File: src/rtl/pipe_pkg.sv
// Shared types and defaults for the pipeline hazard-control slice.
package pipe_pkg;

  // Default geometry of the back end tracked by the hazard unit
  localparam int DEF_REG_AW   = 3;
  localparam int DEF_DEPTH    = 3;
  localparam int DEF_LOAD_LAT = 2;

  // Widest register address a shadow entry can hold; narrower cores zero-extend
  localparam int MAX_REG_AW = 16;

  // Forward select value meaning "take the operand from the register file"
  localparam int FWD_RF = 0;

  // One shadow-pipeline slot: valid, writes-register, destination, is-load
  typedef struct packed {
    logic                  v;
    logic                  we;
    logic [MAX_REG_AW-1:0] rd;
    logic                  ld;
  } shadow_entry_t;

endpackage

File: src/rtl/pipe_fwd_sel.sv
// Priority match of one decode source operand against all shadow entries.
// Returns the youngest forwardable producer and flags a too-young load.
module pipe_fwd_sel
  import pipe_pkg::*;
#(
  parameter int REG_AW   = DEF_REG_AW,
  parameter int DEPTH    = DEF_DEPTH,
  parameter int LOAD_LAT = DEF_LOAD_LAT,
  parameter int FW       = $clog2(DEPTH + 1)
) (
  input  shadow_entry_t [DEPTH-1:0] entries,
  input  logic [REG_AW-1:0]         src,
  input  logic                      src_en,
  output logic [FW-1:0]             fwd_sel,
  output logic                      load_hit
);

  logic match;

  // Walk from oldest to youngest so the youngest forwardable match is written last
  always_comb begin
    fwd_sel  = FW'(FWD_RF);
    load_hit = 1'b0;
    match    = 1'b0;
    for (int k = DEPTH - 1; k >= 0; k--) begin
      match = entries[k].v & entries[k].we & src_en &
              (entries[k].rd == MAX_REG_AW'(src));
      if (match && (!entries[k].ld || (k + 1) >= LOAD_LAT)) begin
        fwd_sel = FW'(k + 1);
      end
      if (match && entries[k].ld && (k + 1) < LOAD_LAT) begin
        load_hit = 1'b1;
      end
    end
  end

endmodule

File: src/rtl/pipe_hazard_unit.sv
// Hazard control for the pipelined core: shadow pipeline of destination tags,
// operand forwarding selects, load-use stall and branch flush.
// Optional statistics counters are built when PIPE_HAZARD_STATS_EN is defined.
module pipe_hazard_unit
  import pipe_pkg::*;
#(
  parameter int REG_AW   = DEF_REG_AW,
  parameter int DEPTH    = DEF_DEPTH,
  parameter int LOAD_LAT = DEF_LOAD_LAT,
  parameter int FW       = $clog2(DEPTH + 1)
) (
  input  logic              Clk,
  input  logic              Reset_n,
  input  logic              Hold,
  input  logic              Id_valid,
  input  logic [REG_AW-1:0] Id_rs1,
  input  logic [REG_AW-1:0] Id_rs2,
  input  logic              Id_rs1_en,
  input  logic              Id_rs2_en,
  input  logic [REG_AW-1:0] Id_rd,
  input  logic              Id_we,
  input  logic              Id_load,
  input  logic              Ex_br_taken,
  output logic              Stall,
  output logic              Flush,
  output logic [FW-1:0]     Fwd_a,
  output logic [FW-1:0]     Fwd_b
`ifdef PIPE_HAZARD_STATS_EN
  ,
  output logic [15:0]       Stall_cnt,
  output logic [15:0]       Flush_cnt
`endif
);

  shadow_entry_t [DEPTH-1:0] shadow_q;
  shadow_entry_t [DEPTH-1:0] shadow_d;
  shadow_entry_t             dec_tag;
  logic [FW-1:0]             fwd_a_raw;
  logic [FW-1:0]             fwd_b_raw;
  logic                      hit_a;
  logic                      hit_b;
  logic                      accept;

  pipe_fwd_sel #(
    .REG_AW  (REG_AW),
    .DEPTH   (DEPTH),
    .LOAD_LAT(LOAD_LAT),
    .FW      (FW)
  ) u_sel_rs1 (
    .entries (shadow_q),
    .src     (Id_rs1),
    .src_en  (Id_rs1_en),
    .fwd_sel (fwd_a_raw),
    .load_hit(hit_a)
  );

  pipe_fwd_sel #(
    .REG_AW  (REG_AW),
    .DEPTH   (DEPTH),
    .LOAD_LAT(LOAD_LAT),
    .FW      (FW)
  ) u_sel_rs2 (
    .entries (shadow_q),
    .src     (Id_rs2),
    .src_en  (Id_rs2_en),
    .fwd_sel (fwd_b_raw),
    .load_hit(hit_b)
  );

  // Decode outputs; a taken branch wins over a load-use stall
  always_comb begin
    Flush  = Ex_br_taken & shadow_q[0].v;
    Stall  = Id_valid & (hit_a | hit_b) & ~Flush;
    Fwd_a  = Id_valid ? fwd_a_raw : FW'(FWD_RF);
    Fwd_b  = Id_valid ? fwd_b_raw : FW'(FWD_RF);
    accept = Id_valid & ~Stall & ~Flush;
  end

  // Build the decode tag and advance the shadow pipeline unless frozen
  always_comb begin
    dec_tag    = '0;
    dec_tag.v  = 1'b1;
    dec_tag.we = Id_we;
    dec_tag.rd = MAX_REG_AW'(Id_rd);
    dec_tag.ld = Id_load;
    shadow_d   = shadow_q;
    if (!Hold) begin
      shadow_d[0] = accept ? dec_tag : '0;
      for (int k = 1; k < DEPTH; k++) begin
        shadow_d[k] = shadow_q[k-1];
      end
    end
  end

  // Shadow pipeline register, cleared to bubbles on reset
  always_ff @(posedge Clk or negedge Reset_n) begin
    if (!Reset_n) begin
      shadow_q <= '0;
    end else begin
      shadow_q <= shadow_d;
    end
  end

`ifdef PIPE_HAZARD_STATS_EN
  logic [15:0] stall_cnt_q;
  logic [15:0] stall_cnt_d;
  logic [15:0] flush_cnt_q;
  logic [15:0] flush_cnt_d;

  // Saturating event counters that only count unfrozen cycles
  always_comb begin
    stall_cnt_d = stall_cnt_q;
    flush_cnt_d = flush_cnt_q;
    if (!Hold) begin
      if (Stall && stall_cnt_q != 16'hFFFF) stall_cnt_d = stall_cnt_q + 16'd1;
      if (Flush && flush_cnt_q != 16'hFFFF) flush_cnt_d = flush_cnt_q + 16'd1;
    end
  end

  // Counter registers
  always_ff @(posedge Clk or negedge Reset_n) begin
    if (!Reset_n) begin
      stall_cnt_q <= '0;
      flush_cnt_q <= '0;
    end else begin
      stall_cnt_q <= stall_cnt_d;
      flush_cnt_q <= flush_cnt_d;
    end
  end

  assign Stall_cnt = stall_cnt_q;
  assign Flush_cnt = flush_cnt_q;
`endif

endmodule

File: config.mk
export PLATFORM = sky130hd
export DESIGN_NAME = pipe_hazard_unit
export DESIGN_NICKNAME = d
export VERILOG_FILES = /design/src/rtl/pipe_pkg.sv /design/src/rtl/pipe_fwd_sel.sv /design/src/rtl/pipe_hazard_unit.sv
export SDC_FILE = /design/constraint.sdc
export NUM_CORES = 1
export LEC_CHECK = 0
export ABC_AREA = 1
export BUFFER_PORTS_ARGS = -buffer_cell sky130_fd_sc_hd__buf_2
export CAP_MARGIN = 10
export CORE_MARGIN = 8
export CORE_UTILIZATION = 50
export DETAILED_ROUTE_END_ITERATION = 10
export PLACE_DENSITY = 0.83
export SETUP_SLACK_MARGIN = 0.4
export SYNTH_ARGS = -nofsm -noshare
export SYNTH_HDL_FRONTEND = slang
export SYNTH_SLANG_ARGS = --single-unit
export TNS_END_PERCENT = 30
File: constraint.sdc
create_clock -name Clk -period 1.54 [get_ports Clk]
set_input_delay 0.385 -clock Clk [delete_from_list [all_inputs] [get_ports Clk]]
set_output_delay 0.385 -clock Clk [all_outputs]
set_load 0.02 [all_outputs]
Yosys cells after proc, flatten, opt, wreduce, memory -nomap -nowiden
Cells that the tools add are included.
{ "op_classes": {"n_reduce_logical": 5, "bitwise": 23, "muxes": 11, "n_eq_ne": 6} }
{ "ops": {"columns": ["operator", "n"], "rows": [
  ["16-bit by 3-bit == test with 1-bit output", 6],
  ["1-bit bitwise AND", 20],
  ["19-bit 2-to-1 mux", 1],
  ["2-bit 2-to-1 mux", 8],
  ["1-bit logical AND", 4],
  ["1-bit 2-to-1 mux", 2],
  ["1-bit inverter", 2],
  ["1-bit logical NOT", 1],
  ["1-bit OR", 1]
]} }
{ "totals": {"input_bits": 18, "ff_bits": 55} }

Longest topological paths before layout
{ "logic_depth": {"depth_word": 12, "ltp_mapped": 9, "mapped_depth_nobuf": 9} }

Hierarchy
From an unflattened synthesis, not the netlist that was laid out.
{ "unflattened": {"cells_unflattened": 280, "area_unflattened_um2": 1601.5} }
{ "by_module_without_submodules": {"columns": ["module", "cells_each", "area_each_um2", "n_inst"], "rows": [
  ["pipe_fwd_sel", 96, 424.2, 2],
  ["pipe_hazard_unit", 88, 753.2, 1]
]} }

Worst setup path before layout
OpenSTA, ideal clock, no wires.
{ "synth_path": {"path_kind": "register -> output", "from": "register shadow_q[41] in the netlist's numbering", "to": "output port Fwd_b[0]", "arrival_time_ns": 1.109, "n_path_buf": 0, "stages_incl_launch_ff": 6, "path_slack_ns": 0.046, "cell_sequence": "dfrtp_1 > xnor2_1 > nand3_1 > nor2_1 > nand2_1 > a21oi_1"} }
{ "synth_via": {"elab_chain_cells": 6} }
{ "synth_lines": {"columns": ["element", "line", "rtl"], "rows": [
  ["start: declaration", "pipe_hazard_unit.sv:35", "shadow_entry_t [DEPTH-1:0] shadow_q;"],
  ["start signal: assignment", "pipe_hazard_unit.sv:100", "shadow_q <= shadow_d;"],
  ["16-bit by 3-bit == test with 1-bit output", "pipe_fwd_sel.sv:27", "(entries[k].rd == MAX_REG_AW'(src));"],
  ["1-bit bitwise AND", "pipe_fwd_sel.sv:26", "match = entries[k].v & entries[k].we & src_en &"],
  ["2-bit 2-to-1 mux (3 in a row)", "pipe_fwd_sel.sv:28", "if (match && (!entries[k].ld || (k + 1) >= LOAD_LAT)) begin"],
  ["2-bit 2-to-1 mux", "pipe_hazard_unit.sv:75", "Fwd_b = Id_valid ? fwd_b_raw : FW'(FWD_RF);"],
  ["end: declaration", "pipe_hazard_unit.sv:27", "output logic [FW-1:0] Fwd_b"]
]} }
Every way passes these cells.

Worst setup path in the final report
{ "layout_path": {"from": "register shadow_q[3] in the netlist's numbering", "to": "output port Fwd_a[0]"} }
{ "layout_via": {"elab_chain_cells": 5} }
{ "layout_lines": {"columns": ["element", "line", "rtl"], "rows": [
  ["16-bit by 3-bit == test with 1-bit output", "pipe_fwd_sel.sv:27", null],
  ["1-bit bitwise AND", "pipe_fwd_sel.sv:26", null],
  ["1-bit logical AND", "pipe_fwd_sel.sv:28", null],
  ["2-bit 2-to-1 mux", "pipe_fwd_sel.sv:28", null],
  ["2-bit 2-to-1 mux", "pipe_hazard_unit.sv:74", "Fwd_a = Id_valid ? fwd_a_raw : FW'(FWD_RF);"],
  ["end: declaration", "pipe_hazard_unit.sv:26", "output logic [FW-1:0] Fwd_a,"]
]} }
Every way passes these cells.

==> flow_summary.json <==
{
  "setup_viol": 5,
  "synthCells": 151,
  "dr.pass1.iters": 4,
  "skew_ps": 2.343,
  "grt_util_all_layers_pct": 14.82,
  "hpwl_mm": 1.987,
  "largest_reg_flops": 16,
  "synth_area_sq_um": 1013,
  "synth_most_common_cell": "nand2_1",
  "dieArea_sq_um": 3723,
  "regMostFlops": "shadow_q",
  "p_per_area_nw_per_um2": 715.9,
  "fillers": 175,
  "regArea_sq_um": 400.4,
  "num_vias": 1001,
  "ys_types": 15,
  "num_rows": 16,
  "tightest_slew_ps": 362.3,
  "cts_buffers": 3,
  "drive_gt1_share_pct": 34.64,
  "grt_pass1_wl_mm": 4.264,
  "totalWireLength_mm": 2.487,
  "cts_tree": "built",
  "timing.final.ws_setup_ps": -301.4,
  "critPathLaunchType": "register",
  "hold_viol": 0,
  "clk-insertion-delay-late_ps": 270,
  "via_per_inst": 4.859,
  "finalCritPeriodShare_pct": 119.6,
  "overflow": 0,
  "coreArea_sq_um": 1942,
  "ys_top_cells_by_count": "nand2_1 (62), dfrtp_1 (16), inv_1 (14)",
  "antenna_left": 0,
  "grt_pass1_vias": 1055,
  "violations": "setup timing",
  "synth_largest_area_cell": "dfrtp_1",
  "critPathCaptureType": "output pin",
  "p_leak_uw": 0.0006883,
  "globalplace.congestion": 0.8524,
  "numClockSinks": 16,
  "ir_drop_v": 0.0005380,
  "rsz0062_at_grt": "true",
  "postCtsHoldBufs": 0,
  "final_max_slew_viol_count": 0,
  "status": "finished, violations left",
  "worstPathMaxFanout": 4,
  "hp-class": "input port to asynchronous set/reset pin",
  "die_w_um": 61.02,
  "ys_seq_area_share_pct": 39.51,
  "yosys_warnings": 0,
  "cts-root-buf": "clkbuf_4",
  "netlist.area_leader.share_pct": 39.51,
  "period_needed_ps": 1841,
  "multiInputGateArea_sq_um": 606.8,
  "grt_max_degree": 23,
  "arrival_ps": 1460,
  "cp.required_ps": 1150,
  "dp_slack_ps": -153.3,
  "slew_headroom_pct": 75.76,
  "drt_iter0_drc": 20,
  "syn_nets": 169,
  "synth_area_leaders": "dfrtp_1 (40%), nand2_1 (23%), xnor2_1 (6.9%), nand3_1 (5.9%), inv_1 (5.2%)",
  "syn2layout_area_growth_pct": 29.63,
  "reg.largest.list": "shadow_q (16)",
  "buffer_ports.inserted": 23,
  "path_class": "register to output pin",
  "ctsLongestPathBuffers": 2,
  "yosys_register_bits": 16,
  "nNetsFinal": 199,
  "pin_count": 24,
  "maxCapViolations": 0,
  "start_util_pct": 52.19,
  "drc_errors": 0,
  "synth-edff-count": 0,
  "antenna_cells": 0,
  "tns_ps": -1377,
  "htree_levels": 1,
  "max_freq_mhz": 543.1,
  "synthArstFlopShare_pct": 100.0,
  "reg2reg_slack_ps": 220,
  "clkTransAtPathRegs_ps": 80,
  "antenna_found_initial": 0,
  "die_h_um": 61.02,
  "avgSynthCellArea_sq_um": 6.712,
  "wl_per_cell_um": 12.07,
  "synth_flop_cell": "dfrtp_1"
}
==> cell usage in the layout (no fill, tap or decap) <==
master and instances:
nand2_1 57, buf_2 17, dfrtp_1 16, inv_2 12, nand3_1 10, inv_1 8, nor2_1 7, o21ai_0 7
nand2_2 6, xnor2_1 6, buf_4 6, buf_6 4, nor2_2 3, nor2_4 3, xor2_1 3, clkbuf_4 3
nand3_2 2, a21oi_2 2, xnor2_2 2, o21ai_1 2, nand2_4 1, a21oi_4 1, a21oi_1 1
==> worst paths after layout <==
path	startpoint	to	cells past startpoint
min	Reset_n	shadow_q[3]	1
max	shadow_q[3]	Fwd_a[0]	7
max reg2reg	shadow_q[3]	shadow_q[17]	10
min reg2reg	shadow_q[0]	shadow_q[0]	2
min in group Clk	Id_load	shadow_q[0]	3
max in group asynchronous	Reset_n	shadow_q[20]	1
==> through the flow <==
step	hold slack [ps]	power (uW)	util (%)	area (sq um)	instances
CTS	7.533	935.5	65.85	1279	206
global placement	303.3	706.6	62.18	1207	202
global route	17.68	1004	67.65	1314	206
floorplan	89.41	636.2	-	1044	151
detailed placement	309.7	719.7	62.18	1207	202
finish	5.437	940.5	67.65	1314	206
==> repair_timing <==
| item | 4_1_cts | 5_1_grt |
|---|---|---|
| endpoints found under the setup margin | 12 | 12 |
| gates resized for setup | 16 | 12 |
| gates cloned | 0 | 0 |
| setup buffers | 1 | 0 |
| pin swaps | 4 | 4 |
==> kinds of logic after synthesis <==
group                     after synthesis  share of synthesized area (%)
DFF                                    16                          39.51
xor gates and xnor gates               11                          9.507
AOI/OAI and AO/OA                      13                          6.420
and+or+nand+nor                        89                          36.42
buffers and inverters                  22                          8.148
==> critical path: stages, from the launching register on <==
cell and delay (ps):
dfrtp_1 440, inv_2 60, nand2_1 60, nand2_1 60, nor2_2 110, nand3_1 140
a21oi_2 170, buf_4 150
==> routing by layer <==
metal | part of all wire [%] | GRT usage, %
met1 | 42 | 16.60
met2 | 50 | 25.67
met3 | 5.5 | 3.340
met4 | 2.5 | 7.309
met5 | 0 | 0
==> final cells by class <==
class	instances	area share [%]
clock buffers	3	1.714
inverters	20	5.714
multi-input cells	113	46.19
flip-flops and latches	16	30.48
well taps	27	2.571
repair buffers	27	13.33
==> where the power goes <==
group | switching (uW) | total (uW) | leakage, uW | internal (uW)
clock network | 108 | 199 | 0.0000138 | 90.5
registers | 47.8 | 509 | 0.000210 | 461
logic | 134 | 233 | 0.000464 | 98.7
Power figures use the tool's default switching activity.
